--- src/rtl/aes_pkg.sv ---
// rtl/aes_pkg.sv - shared state encoding, stage one-hot codes and sizes for the AES-128 decrypt sequencer
package aes_pkg;

   localparam int AES_NR = 10;
   localparam int BLK_W  = 128;

   typedef enum logic [2:0] {
      ST_IDLE,
      ST_ADD,
      ST_SHIFT,
      ST_SUB,
      ST_MIX,
      ST_DONE
   } aes_state_e;

   localparam logic [3:0] STG_ADD   = 4'b0001;
   localparam logic [3:0] STG_SUB   = 4'b0010;
   localparam logic [3:0] STG_SHIFT = 4'b0100;
   localparam logic [3:0] STG_MIX   = 4'b1000;

   // Stage unit owned by a controller state; zero for IDLE and DONE.
   function automatic logic [3:0] stage_of(input aes_state_e s);
      case (s)
         ST_ADD:   return STG_ADD;
         ST_SHIFT: return STG_SHIFT;
         ST_SUB:   return STG_SUB;
         ST_MIX:   return STG_MIX;
         default:  return 4'b0000;
      endcase
   endfunction

endpackage

--- src/rtl/aes_stage_handshake.sv ---
// rtl/aes_stage_handshake.sv - start-pulse generator and done matcher for the stage units
// Stage timeout counter present only when AES_DEC_TIMEOUT_EN is defined.
module aes_stage_handshake
   import aes_pkg::*;
`ifdef AES_DEC_TIMEOUT_EN
#(
   parameter int TIMEOUT = 64
)
`endif
(
   input  logic       clk,
   input  logic       rst_n,
   input  logic [3:0] stage_sel,
   input  logic [3:0] stage_done,
   output logic [3:0] stage_start,
`ifdef AES_DEC_TIMEOUT_EN
   output logic       timeout,
`endif
   output logic       done_hit
);

   logic [3:0] sel_q, sel_d;

   // Consecutive states never share a stage unit, so a change in selection marks state entry.
   always_comb begin
      sel_d       = stage_sel;
      stage_start = stage_sel & ~sel_q;
      done_hit    = |(stage_sel & stage_done);
   end

   always_ff @(posedge clk or negedge rst_n) begin
      if (!rst_n) sel_q <= '0;
      else        sel_q <= sel_d;
   end

`ifdef AES_DEC_TIMEOUT_EN
   localparam int CW = $clog2(TIMEOUT + 1);

   logic [CW-1:0] cnt_q, cnt_d, cnt_cur;

   // cnt_cur counts cycles already spent waiting; the start cycle is cycle zero.
   always_comb begin
      cnt_cur = (|stage_start) ? '0 : cnt_q;
      cnt_d   = (|stage_sel) ? cnt_cur + CW'(1) : '0;
      timeout = (|stage_sel) && !done_hit && (cnt_cur == CW'(TIMEOUT - 1));
   end

   always_ff @(posedge clk or negedge rst_n) begin
      if (!rst_n) cnt_q <= '0;
      else        cnt_q <= cnt_d;
   end
`endif

endmodule

--- src/rtl/aes_dec_round_ctrl.sv ---
// rtl/aes_dec_round_ctrl.sv - AES-128 inverse-cipher sequencer owning the state register
// Optional stage timeout and sticky err enabled by AES_DEC_TIMEOUT_EN.
module aes_dec_round_ctrl
   import aes_pkg::*;
#(
   parameter int NR = AES_NR
`ifdef AES_DEC_TIMEOUT_EN
   ,
   parameter int TIMEOUT = 64
`endif
)
(
   input  logic             clk,
   input  logic             rst_n,
   input  logic             in_valid,
   output logic             in_ready,
   input  logic [BLK_W-1:0] cipher_in,
   output logic             out_valid,
   input  logic             out_ready,
   output logic [BLK_W-1:0] plain_out,
   output logic [3:0]       stage_start,
   output logic [BLK_W-1:0] stage_text,
   output logic [3:0]       key_idx,
   input  logic [3:0]       stage_done,
   input  logic [BLK_W-1:0] mix_text,
   input  logic [BLK_W-1:0] shift_text,
   input  logic [BLK_W-1:0] sub_text,
   input  logic [BLK_W-1:0] add_text,
   output logic             busy,
   output logic             err
);

   aes_state_e       state_q, state_d;
   logic [3:0]       round_q, round_d;
   logic [BLK_W-1:0] text_q, text_d;
   logic             done_hit;

`ifdef AES_DEC_TIMEOUT_EN
   logic timeout;
   logic err_q, err_d;

   aes_stage_handshake #(
      .TIMEOUT (TIMEOUT)
   ) u_hs (
      .clk         (clk),
      .rst_n       (rst_n),
      .stage_sel   (stage_of(state_q)),
      .stage_done  (stage_done),
      .stage_start (stage_start),
      .timeout     (timeout),
      .done_hit    (done_hit)
   );
`else
   aes_stage_handshake u_hs (
      .clk         (clk),
      .rst_n       (rst_n),
      .stage_sel   (stage_of(state_q)),
      .stage_done  (stage_done),
      .stage_start (stage_start),
      .done_hit    (done_hit)
   );
`endif

   always_comb begin
      state_d = state_q;
      round_d = round_q;
      text_d  = text_q;
      case (state_q)
         ST_IDLE: if (in_valid && in_ready) begin
            text_d  = cipher_in;
            round_d = 4'(NR);
            state_d = ST_ADD;
         end
         ST_ADD: if (done_hit) begin
            text_d = add_text;
            if (round_q == 4'(NR)) begin
               round_d = round_q - 4'd1;
               state_d = ST_SHIFT;
            end else if (round_q == 4'd0) begin
               state_d = ST_DONE;
            end else begin
               state_d = ST_MIX;
            end
         end
         ST_SHIFT: if (done_hit) begin
            text_d  = shift_text;
            state_d = ST_SUB;
         end
         ST_SUB: if (done_hit) begin
            text_d  = sub_text;
            state_d = ST_ADD;
         end
         ST_MIX: if (done_hit) begin
            text_d  = mix_text;
            round_d = round_q - 4'd1;
            state_d = ST_SHIFT;
         end
         ST_DONE: if (out_ready) state_d = ST_IDLE;
         default: state_d = ST_IDLE;
      endcase
`ifdef AES_DEC_TIMEOUT_EN
      // A stalled stage abandons the block; nothing is presented downstream.
      if (timeout) state_d = ST_IDLE;
`endif
   end

   always_ff @(posedge clk or negedge rst_n) begin
      if (!rst_n) begin
         state_q <= ST_IDLE;
         round_q <= '0;
         text_q  <= '0;
      end else begin
         state_q <= state_d;
         round_q <= round_d;
         text_q  <= text_d;
      end
   end

`ifdef AES_DEC_TIMEOUT_EN
   always_comb begin
      err_d = err_q;
      if (timeout)                                           err_d = 1'b1;
      else if (state_q == ST_IDLE && in_valid && in_ready)   err_d = 1'b0;
   end

   always_ff @(posedge clk or negedge rst_n) begin
      if (!rst_n) err_q <= 1'b0;
      else        err_q <= err_d;
   end

   assign err = err_q;
`else
   assign err = 1'b0;
`endif

   assign in_ready   = (state_q == ST_IDLE) && rst_n;
   assign out_valid  = (state_q == ST_DONE);
   assign busy       = (state_q != ST_IDLE);
   assign plain_out  = text_q;
   assign stage_text = text_q;
   assign key_idx    = (state_q == ST_ADD) ? round_q : 4'd0;

endmodule

--- config.mk ---
export PLATFORM = sky130hd
export DESIGN_NAME = aes_dec_round_ctrl
export DESIGN_NICKNAME = d
export VERILOG_FILES = /design/src/rtl/aes_pkg.sv /design/src/rtl/aes_stage_handshake.sv /design/src/rtl/aes_dec_round_ctrl.sv
export SDC_FILE = /design/constraint.sdc
export NUM_CORES = 1
export LEC_CHECK = 0
export BUFFER_PORTS_ARGS = -buffer_cell sky130_fd_sc_hd__buf_2
export CAP_MARGIN = 20
export CORE_AREA = 2 2 358 360
export DETAILED_ROUTE_END_ITERATION = 10
export DIE_AREA = 0 0 360 362
export GPL_TIMING_DRIVEN = 0
export PLACE_DENSITY = 0.34
export SKIP_LAST_GASP = 1
export SLEW_MARGIN = 20
export SYNTH_ARGS = -nofsm -noshare
export SYNTH_HDL_FRONTEND = slang
export SYNTH_SLANG_ARGS = --single-unit
--- constraint.sdc ---
create_clock -name clk -period 1.9 [get_ports clk]
set_clock_uncertainty 0.05 [all_clocks]
set_input_delay 0.19 -clock clk [delete_from_list [all_inputs] [get_ports clk]]
set_output_delay 0.19 -clock clk [all_outputs]
set_load 0.02 [all_outputs]
==> key figures <==
Status
  – Status: complete, but fails checks
  – Failing checks: negative hold slack, negative setup slack

Critical path
  – Crit path from: state_q[0]$_DFFE_PN0P_
  – R2r startpoint: state_q[0]$_DFFE_PN0P_
  – Worst path cell trace: buf_12 > buf_16 > buf_16 > mux4_2 > nand2_4 > o21ai_2 > mux2_2
  – Crit start category: register
  – Crit-path max cell delay: between 0.5 and 0.6 ns
  – Critical Path AT: 2.50 ns
  – Max Fanout on Critical Path: 8
  – Worst path slowest cell: mux4_2
  – Reg-to-reg endpoint: plain_out[89]$_DFFE_PN0P_
  – Crit-path most repeated cell: buf_16
  – Setup Crit Path Kind: register to register
  – Reg2Reg Depth: 7
  – CP endpoint kind: register
  – Worst EP required: between 2 and 2.5 ns
  – Flop-to-flop setup slack: -0.28 ns
  – Worst setup path end: plain_out[89]$_DFFE_PN0P_

Timing
  – Period minus WS final: about 2.2 ns
  – Max frequency: 0.459 GHz
  – Setup-failing EPs final: roughly 140
  – RSZ-0062 raised after global routing: true
  – Fin. Hold Viols: 80
  – Period utilization: 115%
  – Worst-Margin Slew: a little under 0.9 ns
  – Slew Limit Fails: 0
  – Min Hold Slack: -0.458 ns
  – Final WS setup: -0.277 ns
  – Slew headroom: between 40% and 50%

Min path
  – Hold WC Path Type: primary input to asynchronous set/reset pin

Synthesis
  – Netlist Area Pre-Place: about 12000 µm²
  – Count leader, synth: buf_4
  – Async set-reset flop share out of synthesis: 100%
  – Share of the synthesized area in the top cell type: 28.4%
  – Yosys top cell by area: dfrtp_1
  – Post-Syn Instances: around 1100
  – Synth Flop Type: dfrtp_1
  – Synth cell types: 40
  – Synth area leaders: dfrtp_1, mux4_2, mux2_2
  – Synthesized Nets: ~1700
  – Yosys Warn Count: 0
  – List of most frequent post-synthesis cells: buf_4, dfrtp_1, nand2_1, mux2i_1, o21ai_1
  – Post-synthesis area per instance: 11.4 µm²
  – Register bit total from synthesis: between 100 and 150
  – Sequential element share of the synthesized area: between 20% and 30%
  – EDFF count, synth: 0

Clock network
  – Clock tree buffer depth: 2
  – Clock Pin Slew Worst Setup and Hold Paths: 0.07 ns
  – Htree depth: 4
  – Clock Tree Root: clkbuf_16
  – Clock Sinks: between 100 and 150
  – Clock Latency Late Sink: between 0.4 and 0.5 ns
  – TritonCTS clock tree: yes
  – CTS Buf Count: 17

Power and ir drop
  – Power per cell area: around 1900 nW/µm²
  – Overall power: 42.4 mW
  – Peak VDD IR: around 720 µV
  – Cell Int Power: between 20 and 25 mW
  – Sw Share: 46.1%
  – Power share of the combinational group: about three quarters
  – Leak: 10.7 nW
  – Net Switching: 19.5 mW
  – Flop pwr share: between 10% and 20%
  – Fraction of power consumed by the clock network: about 8.3%

Floorplanning
  – Initial Util: 9.67%
  – FP Rows: about 130
  – Num ports: ~900
  – Die Span X: around 360 µm
  – Core Box Area: 127000 µm²
  – Die Y: about 360 µm
  – Total die area: about 130000 µm²

Route
  – Antenna Violating Nets Remaining: 0
  – WL/cell: between 20 and 25 µm
  – Via count: around 13000
  – Initial DRC Count: 602
  – Post-route DRC violation count: 0
  – Initial DRT Pass Iterations: 5
  – Vias/cell: about 3.5
  – Routed WL: 88800 µm

Cells and area
  – # fillers: 14300
  – Non-filler instance count after layout: 3812
  – Final Util: between 10% and 20%
  – Area growth, synth to finish: 81.4%
  – Share of layout cells above drive strength 1: a little under three quarters
  – Final nets: roughly 2800

Global routing
  – Largest net degree at the start of global routing: 72
  – Initial antenna violation count: 28
  – Tot GR Track Use: 12.9%
  – Gr ovfl total: 0
  – First-pass GRT wire length: around 110000 µm
  – Vias in the first global route: ~14000

Placement
  – Port bufs: 914
  – Placed Cells: about 3700
  – DPL Wire Length: just over 70000 µm
  – GPL Wtd Cong: 0.887

Run
  – Maxcap violations: 0
[cell type report]
class | count | area, µm² | area share [%]
inverters | 6 | 22.5 | 0.101
diodes | 7 | 17.5 | 0.0788
clock inverters | 10 | 88.8 | 0.400
plain buffers | 219 | 2210 | 9.95
multi-input cells | 706 | 7510 | 33.8
flip-flops and latches | 139 | 3480 | 15.7
well taps | 1662 | 2080 | 9.36
clock buffers | 22 | 484 | 2.18
repair buffers | 1041 | 6330 | 28.5
[flip-flops by register name, summed over array words and instances, names as in the netlist]
name and cells:
u_hs.sel_q 4, plain_out 128, state_q 3, round_q 4
[worst max-delay path, delay by kind of cell, from the launching register on]
family,cells,cell delay [ns]
and+or+nand+nor,1,0.20
buffers and inverters,3,0.50
DFF,1,0.37
muxes,2,0.80
AOI/OAI and AO/OA,1,0.07
[stage by stage]
step           instance area (µm²)  setup TNS, ns  setup WS, ns
2_1_floorplan                12300              0         0.103
3_3_place_gp                 18900        -731.87         -3.36
3_5_place_dp                 19000        -120.06         -1.06
4_1_cts                      21600         -31.61        -0.318
5_1_grt                      22200         -40.73        -0.352
6_report                     22200         -28.55        -0.277
[per-layer routing]
layer	wire, µm	global-route usage, %	up-vias
li1	-	-	6012
met1	39000	16.9	6695
met2	42200	21.0	640
met3	5860	3.37	71
met4	1650	3.25	6
met5	41	0	-
[cells in the final DEF, fill, tap and decap left out, types with 8 or more instances in the layout]
cell type      netlist  layout
buf_4              142     172
buf_6               26      29
mux4_2             128     128
buf_12               0      45
o21ai_1            129     117
clkbuf_16            0      28
clkbuf_1            20       9
mux2_2             128     106
mux2_4               0      24
o21ai_2              0       8
nand2_1            135     131
buf_16               0      17
buf_8                0       8
dlygate4sd3_1        0      42
buf_2               31     917
dfrtp_1            139     139
mux2i_1            131     129
[worst min-delay path by stage]
stage	to	cells after the start	start	slack, ns
6_report	plain_out[71]$_DFFE_PN0P_	1	rst_n	-0.46
5_1_grt	plain_out[72]$_DFFE_PN0P_	1	rst_n	-0.48
4_1_cts	plain_out[72]$_DFFE_PN0P_	1	rst_n	-0.41
3_5_place_dp	plain_out[66]$_DFFE_PN0P_	1	rst_n	0.16
3_3_place_gp	round_q[1]$_DFFE_PN0P_	1	round_q[1]$_DFFE_PN0P_	0.46
2_1_floorplan	plain_out[0]$_DFFE_PN0P_	0	rst_n	-0.16
[power by group through the flow]
stage          Combinational, mW  Clock [mW]  Sequential [mW]
3_5_place_dp                26.5           0             6.36
5_1_grt                     34.6        3.89             6.51
4_1_cts                     31.9        3.80             6.34
2_1_floorplan               15.9           0             7.31
6_report                    32.6        3.54             6.32
3_3_place_gp                26.4           0             6.36
[cell families after synthesis]
family,after synthesis,synth area share [%]
buffers and inverters,228,13.2
XOR/XNOR,1,0.0715
other,1,0.0306
adder cells (fa/ha/maj),3,0.306
AND/OR/NAND/NOR,169,5.64
multiplexers,389,46.2
flip-flops,139,28.4
AO/OA/AOI/OAI,143,6.13
[repair_timing]
action                                  CTS  global route
pin swaps                                 6             4
endpoints found under the setup margin  147           145
resized for setup                       226            59
cloned                                   13             7
setup buffers                            38            26
endpoints found under the hold margin   109            78
hold buffers                             40             4
Power figures use the tool's default switching activity.
